File: config.mk
export PLATFORM = sky130hd
export DESIGN_NAME = note_glide
export DESIGN_NICKNAME = d
export VERILOG_FILES = /design/src/rtl/note_glide.sv
export SDC_FILE = /design/constraint.sdc
export NUM_CORES = 1
export LEC_CHECK = 0
export CAP_MARGIN = 20
export CELL_PAD_IN_SITES_DETAIL_PLACEMENT = 1
export CELL_PAD_IN_SITES_GLOBAL_PLACEMENT = 2
export CORE_MARGIN = 4
export CORE_UTILIZATION = 35
export DETAILED_ROUTE_END_ITERATION = 16
export PLACE_DENSITY = 0.91
export SYNTH_ARGS = -nofsm -noshare
export SYNTH_HDL_FRONTEND = slang
export SYNTH_SLANG_ARGS = --single-unit
File: constraint.sdc
create_clock -name clk -period 9 [get_ports clk]
set_input_delay 1.8 -clock clk [delete_from_list [all_inputs] [get_ports clk]]
set_output_delay 1.8 -clock clk [all_outputs]
set_load 0.05 [all_outputs]
File: src/rtl/note_glide.sv
// Portamento pitch slewer: tracks a clamped note target in fixed-point pitch
// steps, stepping one LSB every glide_rate enable strobes.
module note_glide #(
  parameter int FRAC_BITS = 6,
  parameter int MAX_NOTE  = 59
) (
  input  logic                   clk,
  input  logic                   reset_n,
  input  logic                   enable,
  input  logic                   note_valid,
  input  logic [6:0]             note_num,
  input  logic [7:0]             glide_rate,
  output logic [6+FRAC_BITS-1:0] pitch_out,
  output logic                   gliding,
  output logic                   done
);

  localparam int PW = 6 + FRAC_BITS;

  localparam logic [0:0] IDLE  = 1'b0;
  localparam logic [0:0] GLIDE = 1'b1;

  logic [0:0]    state_reg, state_next;
  logic [PW-1:0] target_reg, target_next;
  logic [PW-1:0] pitch_reg, pitch_next;
  logic [7:0]    cnt_reg, cnt_next;
  logic          gliding_reg;
  logic          done_reg, done_next;

  logic [5:0]    clamped;
  logic [PW-1:0] new_target;
  logic          step_due;

  assign clamped    = (note_num > 7'(MAX_NOTE)) ? 6'(MAX_NOTE) : note_num[5:0];
  assign new_target = {clamped, {FRAC_BITS{1'b0}}};
  // Widened compare so a counter of 255 cannot wrap past glide_rate
  assign step_due   = enable && (({1'b0, cnt_reg} + 9'd1) >= {1'b0, glide_rate});

  always_comb begin
    state_next  = state_reg;
    target_next = target_reg;
    pitch_next  = pitch_reg;
    cnt_next    = cnt_reg;
    done_next   = 1'b0;
    case (state_reg)
      IDLE: begin
        if (note_valid) begin
          target_next = new_target;
          if (new_target != pitch_reg) begin
            if (glide_rate == 8'd0) begin
              pitch_next = new_target;
              done_next  = 1'b1;
            end else begin
              state_next = GLIDE;
              cnt_next   = 8'd0;
            end
          end
        end
      end
      GLIDE: begin
        if (note_valid) begin
          // Retarget wins over a coincident step; the step's counter clear still applies
          target_next = new_target;
          if (step_due) cnt_next = 8'd0;
          if (new_target == pitch_reg) begin
            state_next = IDLE;
            done_next  = 1'b1;
          end else if (glide_rate == 8'd0) begin
            pitch_next = new_target;
            state_next = IDLE;
            done_next  = 1'b1;
          end
        end else if (pitch_reg == target_reg) begin
          state_next = IDLE;
          done_next  = 1'b1;
        end else if (enable) begin
          if (step_due) begin
            cnt_next = 8'd0;
            if (pitch_reg < target_reg) pitch_next = pitch_reg + 1'b1;
            else                        pitch_next = pitch_reg - 1'b1;
          end else begin
            cnt_next = cnt_reg + 8'd1;
          end
        end
      end
      default: begin
        state_next = IDLE;
      end
    endcase
  end

  always_ff @(posedge clk or negedge reset_n) begin
    if (!reset_n) begin
      state_reg   <= IDLE;
      target_reg  <= '0;
      pitch_reg   <= '0;
      cnt_reg     <= '0;
      gliding_reg <= 1'b0;
      done_reg    <= 1'b0;
    end else begin
      state_reg   <= state_next;
      target_reg  <= target_next;
      pitch_reg   <= pitch_next;
      cnt_reg     <= cnt_next;
      gliding_reg <= (state_next == GLIDE);
      done_reg    <= done_next;
    end
  end

  assign pitch_out = pitch_reg;
  assign gliding   = gliding_reg;
  assign done      = done_reg;

endmodule

==> out/metrics.cfg, run 1 <==
[synth]
synth_top_area_frac=0.2966
synthesis.nets=325
synth_area_leaders=dfrtp_1 (30%), ha_1 (14%), xnor2_1 (5.2%), inv_1 (4.3%), a21oi_1 (4.0%)
yosysMostFrequentCell=dfrtp_1
yosysTopAreaCell=dfrtp_1
ys_warn_count=0
yosysSeqAreaShare=0.2966
syn_area_um2=2362
synth_ff_type=dfrtp_1
syn_inst=279
synthArstFlopShare=1.000
synth_seq_cells=28
syn-mean-instance-area_um2=8.467
synth.distinct_cells=47
synthTopCellsByCount=dfrtp_1 (28), inv_1 (27), ha_1 (26)
synth_edf_count=0

[clock_network]
postCtsHoldBufs=0
clk_path_buf_depth=2
cts.clk_slew.worst_paths_ps=100
tritoncts=done
clk_latency_ps=280
post_cts_resized=0
cts_setup_buffers=0
numCtsBuffers=3
clock-sinks=28
cts-root-buf=clkbuf_8
htree_levels=1

[global_routing]
grt.total_usage=0.1573
grt-ovfl-total=0
grt_max_degree=29
grt_pass1_wl_um=10620
grt_pass1_vias=2136
grt_antenna_before_repair=0

[timing]
finalCritPeriodShare=0.4767
fin_hold_ws_ps=537.5
period_needed_ps=4290
setup_viol=0
final-hold-violation-count=0
slew_viol_final=0
timing.slew.headroom=0.5640
fmax_mhz=233.1
rsz0062_at_grt=no
setup_ws_ps=4710
tns_ps=0
fin_skew_ps=2.464
tightest_slew_ps=648.1

[setup_path]
path_delay_family=compound AO/OA/AOI/OAI gates
crit_buf_inv=1
cp-start-kind=primary input
reg2reg_depth=14
startpoint=note_num[6]
cp_cell_sequence=clkdlybuf4s50_1 -> or3_1 -> a211oi_1 -> a21oi_1 -> a2111o_1 -> nand3_1 -> o22a_1 -> mux2_1
crit_path_max_fanout=13
cp_slowest_cell=clkdlybuf4s50_1
crit_type=in -> reg
critical_path_cell_count=8
required_ps=9180
critPathCaptureType=flip-flop
r2r_end=pitch_out[10]
r2r_start=pitch_out[9]
r2r_slack_ps=5500
crit_path_end=cnt_reg[0]
cp_data_arrival_time_ps=4470
slowest_delay_ps=620

[cells_and_area]
area_delta_synth_final_pct=19.81
drive_above_1_share=0.03205
stdcell_area_um2=2830
num-nets-final=359
largest_register_ffs=12
diodes=0

[floorplan]
dieArea_um2=8128
die_width_um=90.16
initial_core_util=0.3657
core_area_um2=6459
ios=33
die_h_um=90.16
rows=29

[detailed_routing]
topRoutingLayerUsed=met4
route.detailed.drc=0
wl_met1_um=3124
detail_route.wl_per_cell_um=16.31
routed_via_density=5.509
wl_met2_um=3037
dr_wl_met3_um=116
wl_um=6344
drt_iter0_markers=85
dr.pass1.iters=4
vias=2143
ant_nets=0

[power]
finalPower_uw=517.5
vdd_drop_max_uv=99.25
p_per_area_nw_per_um2=182.9
leakagePower_uw=0.001323

[placed_design]
dpl.hpwl_um=5061
post-place-ws_ps=4418
dpl-instance-area_um2=2759
globalplace.congestion=0.7866
io_buffers=32

[job]
max_cap_viol_count=0

[status]
status=completed

[min_path]
hold_path_class=reg -> reg
holdPathStages=2

==> power breakdown <==
part	total, µW	leakage [µW]	switching [µW]	internal (µW)
registers	167	0.000361	27.5	140
logic	247	0.000927	143	104
clock network	103	0.0000357	43.8	59.7
total	518	0.00132	214	303
==> how the worst min path moves through the flow <==
stage                    from  slack, ps        endpoint
2_1_floorplan   target_reg[6]        490   target_reg[6]
3_3_place_gp    target_reg[7]        510   target_reg[7]
3_5_place_dp   target_reg[10]        520  target_reg[10]
4_1_cts        target_reg[10]        540  target_reg[10]
5_1_grt        target_reg[10]        570  target_reg[10]
6_report       target_reg[10]        540  target_reg[10]
==> per-stage QoR <==
| stage | utilization | std cells |
|---|---|---|
| 6_report | 0.4382 | 389 |
| 5_1_grt | 0.4382 | 389 |
| 4_1_cts | 0.4382 | 389 |
| 3_5_place_dp | 0.4272 | 385 |
| 3_3_place_gp | 0.4272 | 385 |
| 2_1_floorplan | - | 279 |
==> area by class of cell <==
cell class	instances	area, µm²
fillers	790	3628
multi-input cells	219	1525
flip-flops and latches	28	700.7
repair buffers	34	335.3
inverters	27	101.3
well taps	77	96.34
clock buffers	3	41.29
clock inverters	1	30.03
==> worst register-to-register path, delay by kind of cell, from the launching register on <==
kind,cells,cell delay [ps]
adder cells (fa/ha/maj),2,780
AND/OR/NAND/NOR,2,100
AO/OA/AOI/OAI,8,1650
buffers and inverters,1,220
flip-flops,1,490
XOR/XNOR,1,160
==> kinds of logic after synthesis <==
kind of cell,Yosys count,synth area share
mux,10,0.04343
flops,28,0.2966
xor+xnor,19,0.07045
simple gates,99,0.2055
fa+ha+maj,27,0.1462
buf+inv,32,0.05773
compound gates,64,0.1801
==> cells in the final DEF (no fill, tap or decap), drive strengths merged, types with 8 or more instances in the layout <==
cell type       n
clkdlybuf4s50  32
dfrtp          28
inv            27
ha             26
nor2           24
nand2          24
a21oi          19
nand3          15
xnor2          14
o21ai          14
nor3           13
mux2i           8
==> layer usage <==
| metal | GRT usage | vias to the layer above |
|---|---|---|
| met5 | 0 | - |
| met4 | 0.03827 | 0 |
| met3 | 0.01753 | 5 |
| met2 | 0.2620 | 27 |
| met1 | 0.2179 | 1045 |
| li1 | - | 1066 |
(Power assumes the default switching activity.)
==> run 2, diff against run 1 <==
- CORE_UTILIZATION: 35 -> 33
- PLACE_DENSITY: 0.91 -> 0.87
- clock period: 9 -> 4.5 ns (I/O delays scaled with it)
==> out/metrics.cfg, run 2 (same netlist as run 1, synthesis figures left out) <==
[placed_design]
globalplace.congestion=0.8813  ; +12%
dpl.hpwl_um=5436  ; +7.4%
io_buffers=32  ; unchanged

[timing]
tns_ps=0  ; unchanged
finalCritPeriodShare=0.8203
slew_viol_final=0  ; unchanged
period_needed_ps=3691
rsz0062_at_grt=no
tightest_slew_ps=751.4  ; +103.3 ps
timing.slew.headroom=0.4969  ; -0.06709
final-hold-violation-count=0  ; unchanged
fmax_mhz=270.9
fin_hold_ws_ps=548.1  ; +10.58 ps
fin_skew_ps=6.126  ; +3.662 ps
setup_viol=0  ; unchanged

[power]
leakagePower_uw=0.001323  ; unchanged
p_per_area_nw_per_um2=369.2  ; +100%
vdd_drop_max_uv=224.9  ; +130%

[floorplan]
die_width_um=92.61  ; +2.7%
initial_core_util=0.3439  ; -0.02185
ios=33  ; unchanged
dieArea_um2=8576  ; +5.5%
rows=30  ; +3.4%
core_area_um2=6869  ; +6.4%
die_h_um=92.61  ; +2.7%

[detailed_routing]
detail_route.wl_per_cell_um=16.50  ; +1.2%
wl_um=6733  ; +6.1%
drt_iter0_markers=127  ; +49%
ant_nets=0  ; unchanged
route.detailed.drc=0  ; unchanged
routed_via_density=5.270  ; -4.3%
dr.pass1.iters=4  ; unchanged
vias=2150  ; +0.33%

[clock_network]
clk_latency_ps=280  ; about the same
clock-sinks=28  ; unchanged
postCtsHoldBufs=0  ; unchanged
htree_levels=1  ; unchanged
cts-root-buf=clkbuf_8
cts_setup_buffers=0  ; unchanged
tritoncts=done
post_cts_resized=0  ; unchanged
numCtsBuffers=3  ; unchanged
clk_path_buf_depth=2  ; unchanged
cts.clk_slew.worst_paths_ps=110  ; about the same

[global_routing]
grt_antenna_before_repair=0  ; unchanged
grt_max_degree=29  ; unchanged
grt-ovfl-total=0  ; unchanged
grt_pass1_wl_um=11630  ; +9.5%
grt_pass1_vias=2270  ; +6.3%
grt.total_usage=0.1679  ; +0.01055

[cells_and_area]
layout_commonest_cell=clkdlybuf4s50_1
final_cell_mix=clkdlybuf4s50_1 (32), dfrtp_1 (28), inv_1 (27), ha_1 (26), nor2_1 (24)
diodes=0  ; unchanged
num-nets-final=359  ; unchanged
largest_register_ffs=12  ; unchanged
area_delta_synth_final_pct=20.82
drive_above_1_share=0.03205  ; unchanged

[setup_path]
crit_path_max_fanout=8  ; -5
required_ps=4680  ; -4500 ps
cp-start-kind=flip-flop
cp_slowest_cell=o211ai_1
critPathCaptureType=flip-flop
r2r_start=pitch_out[10]
cp_data_arrival_time_ps=3870  ; -600 ps
cp_cell_sequence=ha_1 -> nand4_1 -> o211ai_1 -> ha_1 -> a21oi_1 -> o211ai_1 -> o41ai_1 -> o21ai_0 -> xnor2_1 -> nor2_1 -> a211o_1
slowest_delay_ps=660  ; +40 ps
startpoint=pitch_out[10]
crit_type=reg -> reg

[status]
status=completed

[min_path]
hold_path_class=reg -> reg
hp-start=target_reg[10]

[job]
max_cap_viol_count=0  ; unchanged

run 2: final cells by class:
type	instances	area, µm²
inverters	27	101.3
repair buffers	34	335.3
clock buffers	3	41.29
well taps	96	120.1
multi-input cells	219	1525
flip-flops and latches	28	700.7
clock inverters	1	30.03
fillers	816	4015
run 2: routing by layer:
layer | vias to the layer above | routed length [µm] | track usage
li1 | 1065 | - | -
met1 | 1047 | 3355 | 0.2393
met2 | 32 | 3142 | 0.2737
met3 | 6 | 156 | 0.01462
met4 | 0 | 78 | 0.04084
met5 | - | 0 | 0
run 2: metrics by stage:
step / instance area (µm²) / util / cells / setup slack (ps) / power [µW]
final: 2854 / 0.4155 / 408 / 808.6 / 1054
after global placement: 2783 / 0.4051 / 404 / 697.4 / 840.1
after global routing: 2854 / 0.4155 / 408 / 526.7 / 1134
after floorplan: 2362 / - / 279 / 818.3 / 678.8
after CTS: 2854 / 0.4155 / 408 / 818.0 / 1059
after detailed placement: 2783 / 0.4051 / 404 / 690.5 / 850.2
run 2: path summary, 6_finish.rpt:
check,cells after the start,to,slack [ps]
max in group asynchronous,2,cnt_reg[3],3220
setup / recovery,11,pitch_out[10],810
setup reg to reg,11,pitch_out[10],810
hold / removal,2,target_reg[10],550
min in group asynchronous,2,target_reg[9],1000
hold reg to reg,2,target_reg[10],550
run 2: worst max-delay path, delay by kind of cell, from the launching register on:
kind / cells / cell delay (ps)
simple gates: 2 / 200
compound gates: 6 / 1970
xor+xnor: 1 / 170
fa+ha+maj: 2 / 750
flops: 1 / 490
run 2: report_power, final:
| part | switching, µW | total (µW) | internal [µW] |
|---|---|---|---|
| registers | 51.0 | 330 | 279 |
| clock network | 86.8 | 206 | 119 |
| logic | 309 | 517 | 209 |
| total | 446 | 1050 | 607 |
